## config.mk

```make
export PLATFORM = sky130hd
export DESIGN_NAME = hazard_ctrl_flat
export DESIGN_NICKNAME = d
export VERILOG_FILES = /design/src/rtl/hazard_pkg.sv /design/src/rtl/hazard_ctrl_if.sv /design/src/rtl/forward_sel.sv /design/src/rtl/hazard_ctrl.sv /design/src/flat_wrapper.sv
export SDC_FILE = /design/constraint.sdc
export NUM_CORES = 1
export LEC_CHECK = 0
export BUFFER_PORTS_ARGS = -buffer_cell sky130_fd_sc_hd__buf_2
export CORE_ASPECT_RATIO = 1.25
export CORE_UTILIZATION = 30
export DETAILED_ROUTE_END_ITERATION = 12
export PLACE_DENSITY = 0.58
export SETUP_SLACK_MARGIN = 0.02
export SLEW_MARGIN = 10
export SYNTH_ARGS = -nofsm -noshare
export SYNTH_HDL_FRONTEND = slang
export SYNTH_SLANG_ARGS = --single-unit
```

## constraint.sdc

```tcl
create_clock -name clk -period 1.96 [get_ports clk]
set_input_delay 0.196 -clock clk [delete_from_list [all_inputs] [get_ports clk]]
set_output_delay 0.196 -clock clk [all_outputs]
set_load 0.05 [all_outputs]
```

## src/rtl/hazard_pkg.sv

```systemverilog
// Shared types and constants for the pipeline hazard controller.
package hazard_pkg;

  typedef enum logic [1:0] {
    RUN      = 2'b00,
    MEM_WAIT = 2'b01,
    ERROR    = 2'b10
  } hz_state_e;

  localparam logic [1:0] FWD_RF          = 2'b00;
  localparam logic [1:0] FWD_WB          = 2'b01;
  localparam logic [1:0] FWD_MEM         = 2'b10;
  localparam logic [1:0] RESULT_SRC_LOAD = 2'b01;
  localparam logic [7:0] MEM_TIMEOUT     = 8'd255;

  // x0 is hardwired zero, so it never creates a dependency.
  function automatic logic reg_match(input logic [4:0] rd, input logic [4:0] rs);
    return (rd != 5'd0) && (rd == rs);
  endfunction

endpackage

```

## src/rtl/hazard_ctrl_if.sv

```systemverilog
// Pipeline <-> hazard controller signal bundle; perf counter ports exist only
// when HAZARD_PERF_EN is defined.
interface hazard_ctrl_if;
  logic [4:0] RS1D, RS2D, RS1E, RS2E, RDE, RDM, RDW;
  logic [1:0] ResultSrcE;
  logic       PCSrcE, RegWriteM, RegWriteW, MemReqM, MemReadyM;
  logic       StallF, StallD, StallE, StallM, FlushD, FlushE;
  logic [1:0] ForwardAE, ForwardBE;
  logic       MemTimeout;
`ifdef HAZARD_PERF_EN
  logic [31:0] StallCycles, FlushCount;
`endif

  modport slave (
    input  RS1D, RS2D, RS1E, RS2E, RDE, RDM, RDW, ResultSrcE,
    input  PCSrcE, RegWriteM, RegWriteW, MemReqM, MemReadyM,
    output StallF, StallD, StallE, StallM, FlushD, FlushE,
    output ForwardAE, ForwardBE, MemTimeout
`ifdef HAZARD_PERF_EN
    , output StallCycles, FlushCount
`endif
  );

  modport master (
    output RS1D, RS2D, RS1E, RS2E, RDE, RDM, RDW, ResultSrcE,
    output PCSrcE, RegWriteM, RegWriteW, MemReqM, MemReadyM,
    input  StallF, StallD, StallE, StallM, FlushD, FlushE,
    input  ForwardAE, ForwardBE, MemTimeout
`ifdef HAZARD_PERF_EN
    , input StallCycles, FlushCount
`endif
  );
endinterface

```

## src/rtl/forward_sel.sv

```systemverilog
// Operand bypass select for one execute-stage source register.
module forward_sel
  import hazard_pkg::*;
(
  input  logic [4:0] rs,
  input  logic [4:0] rd_m,
  input  logic [4:0] rd_w,
  input  logic       reg_write_m,
  input  logic       reg_write_w,
  output logic [1:0] fwd
);

  // Memory-stage result is younger, so it wins over writeback.
  always_comb begin
    fwd = FWD_RF;
    if (reg_write_m && reg_match(rd_m, rs)) begin
      fwd = FWD_MEM;
    end else if (reg_write_w && reg_match(rd_w, rs)) begin
      fwd = FWD_WB;
    end else begin
      fwd = FWD_RF;
    end
  end

endmodule

```

## src/rtl/hazard_ctrl.sv

```systemverilog
// Hazard controller: forwarding, load-use stall, branch flush, memory-wait FSM
// with timeout. Define HAZARD_PERF_EN to add stall/flush performance counters.
module hazard_ctrl
  import hazard_pkg::*;
(
  input  logic          clk,
  input  logic          rst_n,
  hazard_ctrl_if.slave  hz
);

  hz_state_e  state_r;
  logic [7:0] cnt_r;
  logic       timeout_r;
  logic [1:0] fwd_a_s, fwd_b_s;
  logic       load_use_s, mem_wait_s;
  logic       stall_f_s, stall_d_s, stall_e_s, stall_m_s, flush_d_s, flush_e_s;

  forward_sel u_fwd_a (
    .rs(hz.RS1E), .rd_m(hz.RDM), .rd_w(hz.RDW),
    .reg_write_m(hz.RegWriteM), .reg_write_w(hz.RegWriteW), .fwd(fwd_a_s)
  );

  forward_sel u_fwd_b (
    .rs(hz.RS2E), .rd_m(hz.RDM), .rd_w(hz.RDW),
    .reg_write_m(hz.RegWriteM), .reg_write_w(hz.RegWriteW), .fwd(fwd_b_s)
  );

  assign load_use_s = (hz.ResultSrcE == RESULT_SRC_LOAD) &&
                      (reg_match(hz.RDE, hz.RS1D) || reg_match(hz.RDE, hz.RS2D));
  assign mem_wait_s = hz.MemReqM && !hz.MemReadyM;

  // Stall/flush decode; memory wait beats branch flush, which beats load-use.
  always_comb begin
    stall_f_s = 1'b0;
    stall_d_s = 1'b0;
    stall_e_s = 1'b0;
    stall_m_s = 1'b0;
    flush_d_s = 1'b0;
    flush_e_s = 1'b0;
    if (!rst_n) begin
      stall_f_s = 1'b0;
    end else begin
      case (state_r)
        RUN: begin
          if (mem_wait_s) begin
            {stall_f_s, stall_d_s, stall_e_s, stall_m_s} = 4'b1111;
          end else if (hz.PCSrcE) begin
            {flush_d_s, flush_e_s} = 2'b11;
          end else if (load_use_s) begin
            {stall_f_s, stall_d_s, flush_e_s} = 3'b111;
          end else begin
            flush_d_s = 1'b0;
          end
        end
        MEM_WAIT, ERROR: {stall_f_s, stall_d_s, stall_e_s, stall_m_s} = 4'b1111;
        default:         {stall_f_s, stall_d_s, stall_e_s, stall_m_s} = 4'b1111;
      endcase
    end
  end

  // Forwarding stays combinational in every state but is quiet during reset.
  always_comb begin
    if (rst_n) begin
      hz.ForwardAE = fwd_a_s;
      hz.ForwardBE = fwd_b_s;
    end else begin
      hz.ForwardAE = FWD_RF;
      hz.ForwardBE = FWD_RF;
    end
  end

  assign hz.StallF     = stall_f_s;
  assign hz.StallD     = stall_d_s;
  assign hz.StallE     = stall_e_s;
  assign hz.StallM     = stall_m_s;
  assign hz.FlushD     = flush_d_s;
  assign hz.FlushE     = flush_e_s;
  assign hz.MemTimeout = timeout_r;

  // Memory-wait FSM with wait counter and sticky timeout flag.
  always_ff @(posedge clk or negedge rst_n) begin
    if (!rst_n) begin
      state_r   <= RUN;
      cnt_r     <= 8'd0;
      timeout_r <= 1'b0;
    end else begin
      case (state_r)
        RUN: begin
          if (mem_wait_s) begin
            state_r <= MEM_WAIT;
            cnt_r   <= 8'd1;
          end else begin
            cnt_r   <= 8'd0;
          end
        end
        MEM_WAIT: begin
          if (hz.MemReadyM) begin
            state_r <= RUN;
            cnt_r   <= 8'd0;
          end else if (cnt_r == MEM_TIMEOUT) begin
            state_r   <= ERROR;
            timeout_r <= 1'b1;
          end else begin
            cnt_r <= cnt_r + 8'd1;
          end
        end
        ERROR: timeout_r <= 1'b1;
        default: begin
          state_r   <= ERROR;
          timeout_r <= 1'b1;
        end
      endcase
    end
  end

`ifdef HAZARD_PERF_EN
  logic [31:0] stall_cycles_r, flush_count_r;

  // Free-running perf counters; 32-bit overflow wraps to zero.
  always_ff @(posedge clk or negedge rst_n) begin
    if (!rst_n) begin
      stall_cycles_r <= 32'd0;
      flush_count_r  <= 32'd0;
    end else begin
      stall_cycles_r <= stall_cycles_r + {31'd0, stall_f_s};
      flush_count_r  <= flush_count_r + {31'd0, flush_e_s};
    end
  end

  assign hz.StallCycles = stall_cycles_r;
  assign hz.FlushCount  = flush_count_r;
`endif

endmodule

```

## src/flat_wrapper.sv

```systemverilog
// flat-port wrapper written by rule: the top's interface ports become plain ports
module hazard_ctrl_flat import hazard_pkg::*;
  (clk, rst_n, hz_RS1D, hz_RS2D, hz_RS1E, hz_RS2E, hz_RDE, hz_RDM, hz_RDW, hz_ResultSrcE, hz_PCSrcE, hz_RegWriteM, hz_RegWriteW, hz_MemReqM, hz_MemReadyM, hz_StallF, hz_StallD, hz_StallE, hz_StallM, hz_FlushD, hz_FlushE, hz_ForwardAE, hz_ForwardBE, hz_MemTimeout);
  hazard_ctrl_if hz_i ();
  input  logic clk;
  input  logic rst_n;
  input wire logic [$bits(hz_i.RS1D)-1:0] hz_RS1D;
  input wire logic [$bits(hz_i.RS2D)-1:0] hz_RS2D;
  input wire logic [$bits(hz_i.RS1E)-1:0] hz_RS1E;
  input wire logic [$bits(hz_i.RS2E)-1:0] hz_RS2E;
  input wire logic [$bits(hz_i.RDE)-1:0] hz_RDE;
  input wire logic [$bits(hz_i.RDM)-1:0] hz_RDM;
  input wire logic [$bits(hz_i.RDW)-1:0] hz_RDW;
  input wire logic [$bits(hz_i.ResultSrcE)-1:0] hz_ResultSrcE;
  input wire logic [$bits(hz_i.PCSrcE)-1:0] hz_PCSrcE;
  input wire logic [$bits(hz_i.RegWriteM)-1:0] hz_RegWriteM;
  input wire logic [$bits(hz_i.RegWriteW)-1:0] hz_RegWriteW;
  input wire logic [$bits(hz_i.MemReqM)-1:0] hz_MemReqM;
  input wire logic [$bits(hz_i.MemReadyM)-1:0] hz_MemReadyM;
  output wire logic [$bits(hz_i.StallF)-1:0] hz_StallF;
  output wire logic [$bits(hz_i.StallD)-1:0] hz_StallD;
  output wire logic [$bits(hz_i.StallE)-1:0] hz_StallE;
  output wire logic [$bits(hz_i.StallM)-1:0] hz_StallM;
  output wire logic [$bits(hz_i.FlushD)-1:0] hz_FlushD;
  output wire logic [$bits(hz_i.FlushE)-1:0] hz_FlushE;
  output wire logic [$bits(hz_i.ForwardAE)-1:0] hz_ForwardAE;
  output wire logic [$bits(hz_i.ForwardBE)-1:0] hz_ForwardBE;
  output wire logic [$bits(hz_i.MemTimeout)-1:0] hz_MemTimeout;
  assign hz_i.RS1D = hz_RS1D;
  assign hz_i.RS2D = hz_RS2D;
  assign hz_i.RS1E = hz_RS1E;
  assign hz_i.RS2E = hz_RS2E;
  assign hz_i.RDE = hz_RDE;
  assign hz_i.RDM = hz_RDM;
  assign hz_i.RDW = hz_RDW;
  assign hz_i.ResultSrcE = hz_ResultSrcE;
  assign hz_i.PCSrcE = hz_PCSrcE;
  assign hz_i.RegWriteM = hz_RegWriteM;
  assign hz_i.RegWriteW = hz_RegWriteW;
  assign hz_i.MemReqM = hz_MemReqM;
  assign hz_i.MemReadyM = hz_MemReadyM;
  assign hz_StallF = hz_i.StallF;
  assign hz_StallD = hz_i.StallD;
  assign hz_StallE = hz_i.StallE;
  assign hz_StallM = hz_i.StallM;
  assign hz_FlushD = hz_i.FlushD;
  assign hz_FlushE = hz_i.FlushE;
  assign hz_ForwardAE = hz_i.ForwardAE;
  assign hz_ForwardBE = hz_i.ForwardBE;
  assign hz_MemTimeout = hz_i.MemTimeout;
  hazard_ctrl u_core (.clk(clk), .rst_n(rst_n), .hz(hz_i));
endmodule
```

==> reports/metrics.cfg <==
[global_routing]
grtUsageTotal_pct=15.1
grt_max_degree=18
grt_pass1_vias=1086
gr-total-overflow=0
antenna_found_initial=0
grt_pass1_wl_um=4620

[critical_path]
r2r_setup_slack_ns=0.46
crit_family=simple AND/OR/NAND/NOR gates
max_stage_delay_ns=0.50
start_kind=flip-flop
critical_path_required_ns=1.76
cp_num_buf_inv=1
rr_worst_depth=5
worstReg2RegStart=u_core.state_r[0]
end_kind=primary output
worst-path-max-fanout=3
reg2reg_to=u_core.cnt_r[3]
critPathArrivalTime_ns=1.68
slowest_stage=or4b_4
crit_cells=4
crit_chain=a211oi_2, or4b_4, o21bai_4, buf_6
critical_path_class=flip-flop to primary output

[sta]
skew_ns=0.00225
fin_tns_setup_ns=0
holdWs_ns=0.160
rsz0062_at_grt=yes
tightest_slew_ns=0.550
setup_violations=0
final_max_slew_viol_count=0
fin_crit_sh_pct=95.9
hold_violations=0
max_slew_margin_pct=63.0
final.min_clock_period_ns=1.88
max_freq_mhz=532

[logic_synthesis]
netlist_instances=122
async_flop_share_pct=100
netlist_area_um2=1070
ys_ff_latch=11
yosysSeqAreaShare_pct=25.8
synth_top_cell_by_area=dfrtp_1
synth_edf_count=0
synth_fp_nets=167
avgSynthCellArea_um2=8.74
ys_warn_count=0
synth_ff_type=dfrtp_1
synth_area_leaders=dfrtp_1 (26%), xor2_1 (20%), xnor2_1 (4.9%), or4_1 (4.2%), nand3_1 (2.8%)
synth_top_area_share_pct=25.8
yosysUniqueCellTypes=40

[hold_path]
worstHoldPathCells=2
worstHoldEndpoint=u_core.state_r[0]
hold_class=input pin to flip-flop
hold_start=hz_MemReadyM

[drt]
first_pass_iters=4
drtIter0Drc=31
vias_per_cell=5.14
wl_per_cell_um=13.3
vias=1116
drc=0
wirelength_um=2890
ant_nets=0

[die]
dieHeight_um=68.6
dieArea_um2=3800
die_w_um=55.3
initial_utilization_pct=32.2
placementRows=23
core-area_um2=3310
ios=55

[cells_and_area]
drive_gt1_share_pct=41.1
nets=226
diodes=0
final_common_cell=buf_2
synthToLayoutAreaGrowth_pct=40.5
fillers=320
layout_common_cells=buf_2 (51), xor2_1 (24), dfrtp_1 (10)

[clock_network]
clkSinkCount=11
root_buffer=clkbuf_8
clkSlewWorstSetupHoldPaths_ns=0.05
cts_buffers=3
cts.htree.levels=1
cts_tree=done
clock_latency_ns=0.23
clock_path_buffers=2

[run]
drv_cap=0

[power_and_ir_drop]
p_leak_nw=0.737
peakVddDrop_uv=341
power.density_nw_per_um2=457

[place]
hpwl_um=2370
io_buffers=54
place.gp.congestion=1.01

[outcome]
status=finished, final reports clean

==> final cells by class <==
cell class / instances / area [µm²] / area share [%]
Inverter: 1 / 3.75 / 0.251
Multi-Input combinational cell: 105 / 805 / 53.7
Timing Repair Buffer: 59 / 322 / 21.5
Sequential cell: 11 / 277 / 18.5
Tap cell: 37 / 46.3 / 3.09
Clock buffer: 4 / 45.0 / 3.01
==> Yosys cell counts (all sizes together) (2+ instances only) <==
cell    count
nor2        8
nor3        5
o21bai      4
nor4b       2
o22a        3
nand3       6
or2         2
xnor2       6
buf         4
dfrtp      11
mux2i       2
or4         6
nor4        4
nor2b       2
nand4       3
nand2       5
xor2       24
nand2b      2
a21oi       3
and2        2
o21ai       2
==> worst max path at each step <==
stage | startpoint | end | slack [ns]
final | u_core.state_r[0] | hz_FlushE | 0.08
after global routing | u_core.state_r[0] | hz_FlushE | -0.007
after CTS | u_core.state_r[0] | hz_FlushE | 0.06
after detailed placement | hz_RDM[0] | hz_ForwardAE[0] | 0.07
after global placement | hz_RDM[0] | hz_ForwardAE[0] | 0.12
after floorplan | hz_RDE[2] | hz_StallF | -0.13
==> stage by stage <==
stage / utilization [%] / total power [mW] / cell area (µm²) / setup WS (ns) / std cells
floorplan: - / 0.358 / 1090 / -0.135 / 122
global placement: 42.3 / 0.446 / 1400 / 0.116 / 211
detailed placement: 42.3 / 0.451 / 1400 / 0.0700 / 211
CTS: 44.2 / 0.682 / 1460 / 0.0633 / 216
global route: 45.3 / 0.715 / 1500 / -0.00745 / 217
finish: 45.3 / 0.684 / 1500 / 0.0804 / 217
==> per-layer routing <==
layer / vias to the layer above / track usage, % / part of all wire, %
met4: 0 / 4.69 / 1.5
met2: 47 / 27.4 / 50
met1: 502 / 18.6 / 43
met5: - / 0 / 0
li1: 563 / - / -
met3: 4 / 2.43 / 5.9
==> report_power, final <==
group          switching [mW]  total, mW  internal, mW
Sequential            0.00445      0.236         0.232
Clock                  0.0828      0.225         0.143
Combinational           0.127      0.222        0.0957
Total                   0.214      0.684         0.470
==> state kept, by name, summed over array words and instances (netlist names) <==
signal	count
u_core.cnt_r	8
u_core.state_r	2
u_core.hz.MemTimeout	1
==> what timing repair did <==
item | 4_1_cts | 5_1_grt
endpoints found under the setup margin | 1 | 3
buffers inserted | 0 | 1
hold endpoints to repair | 11 | 0
gates resized for setup | 2 | 7
cloned | 0 | 0
hold buffers | 1 | 0
pin swaps | 0 | 1
==> cells by family after synthesis <==
group	Yosys count	share of synthesized area, %
AO/OA/AOI/OAI	21	14.7
XOR/XNOR	30	24.6
adder cells (fa/ha/maj)	1	1.17
buffers and inverters	6	3.05
flip-flops	11	25.8
multiplexers	2	1.88
AND/OR/NAND/NOR	51	28.8
Note: power is estimated with default switching activity, not from simulation.
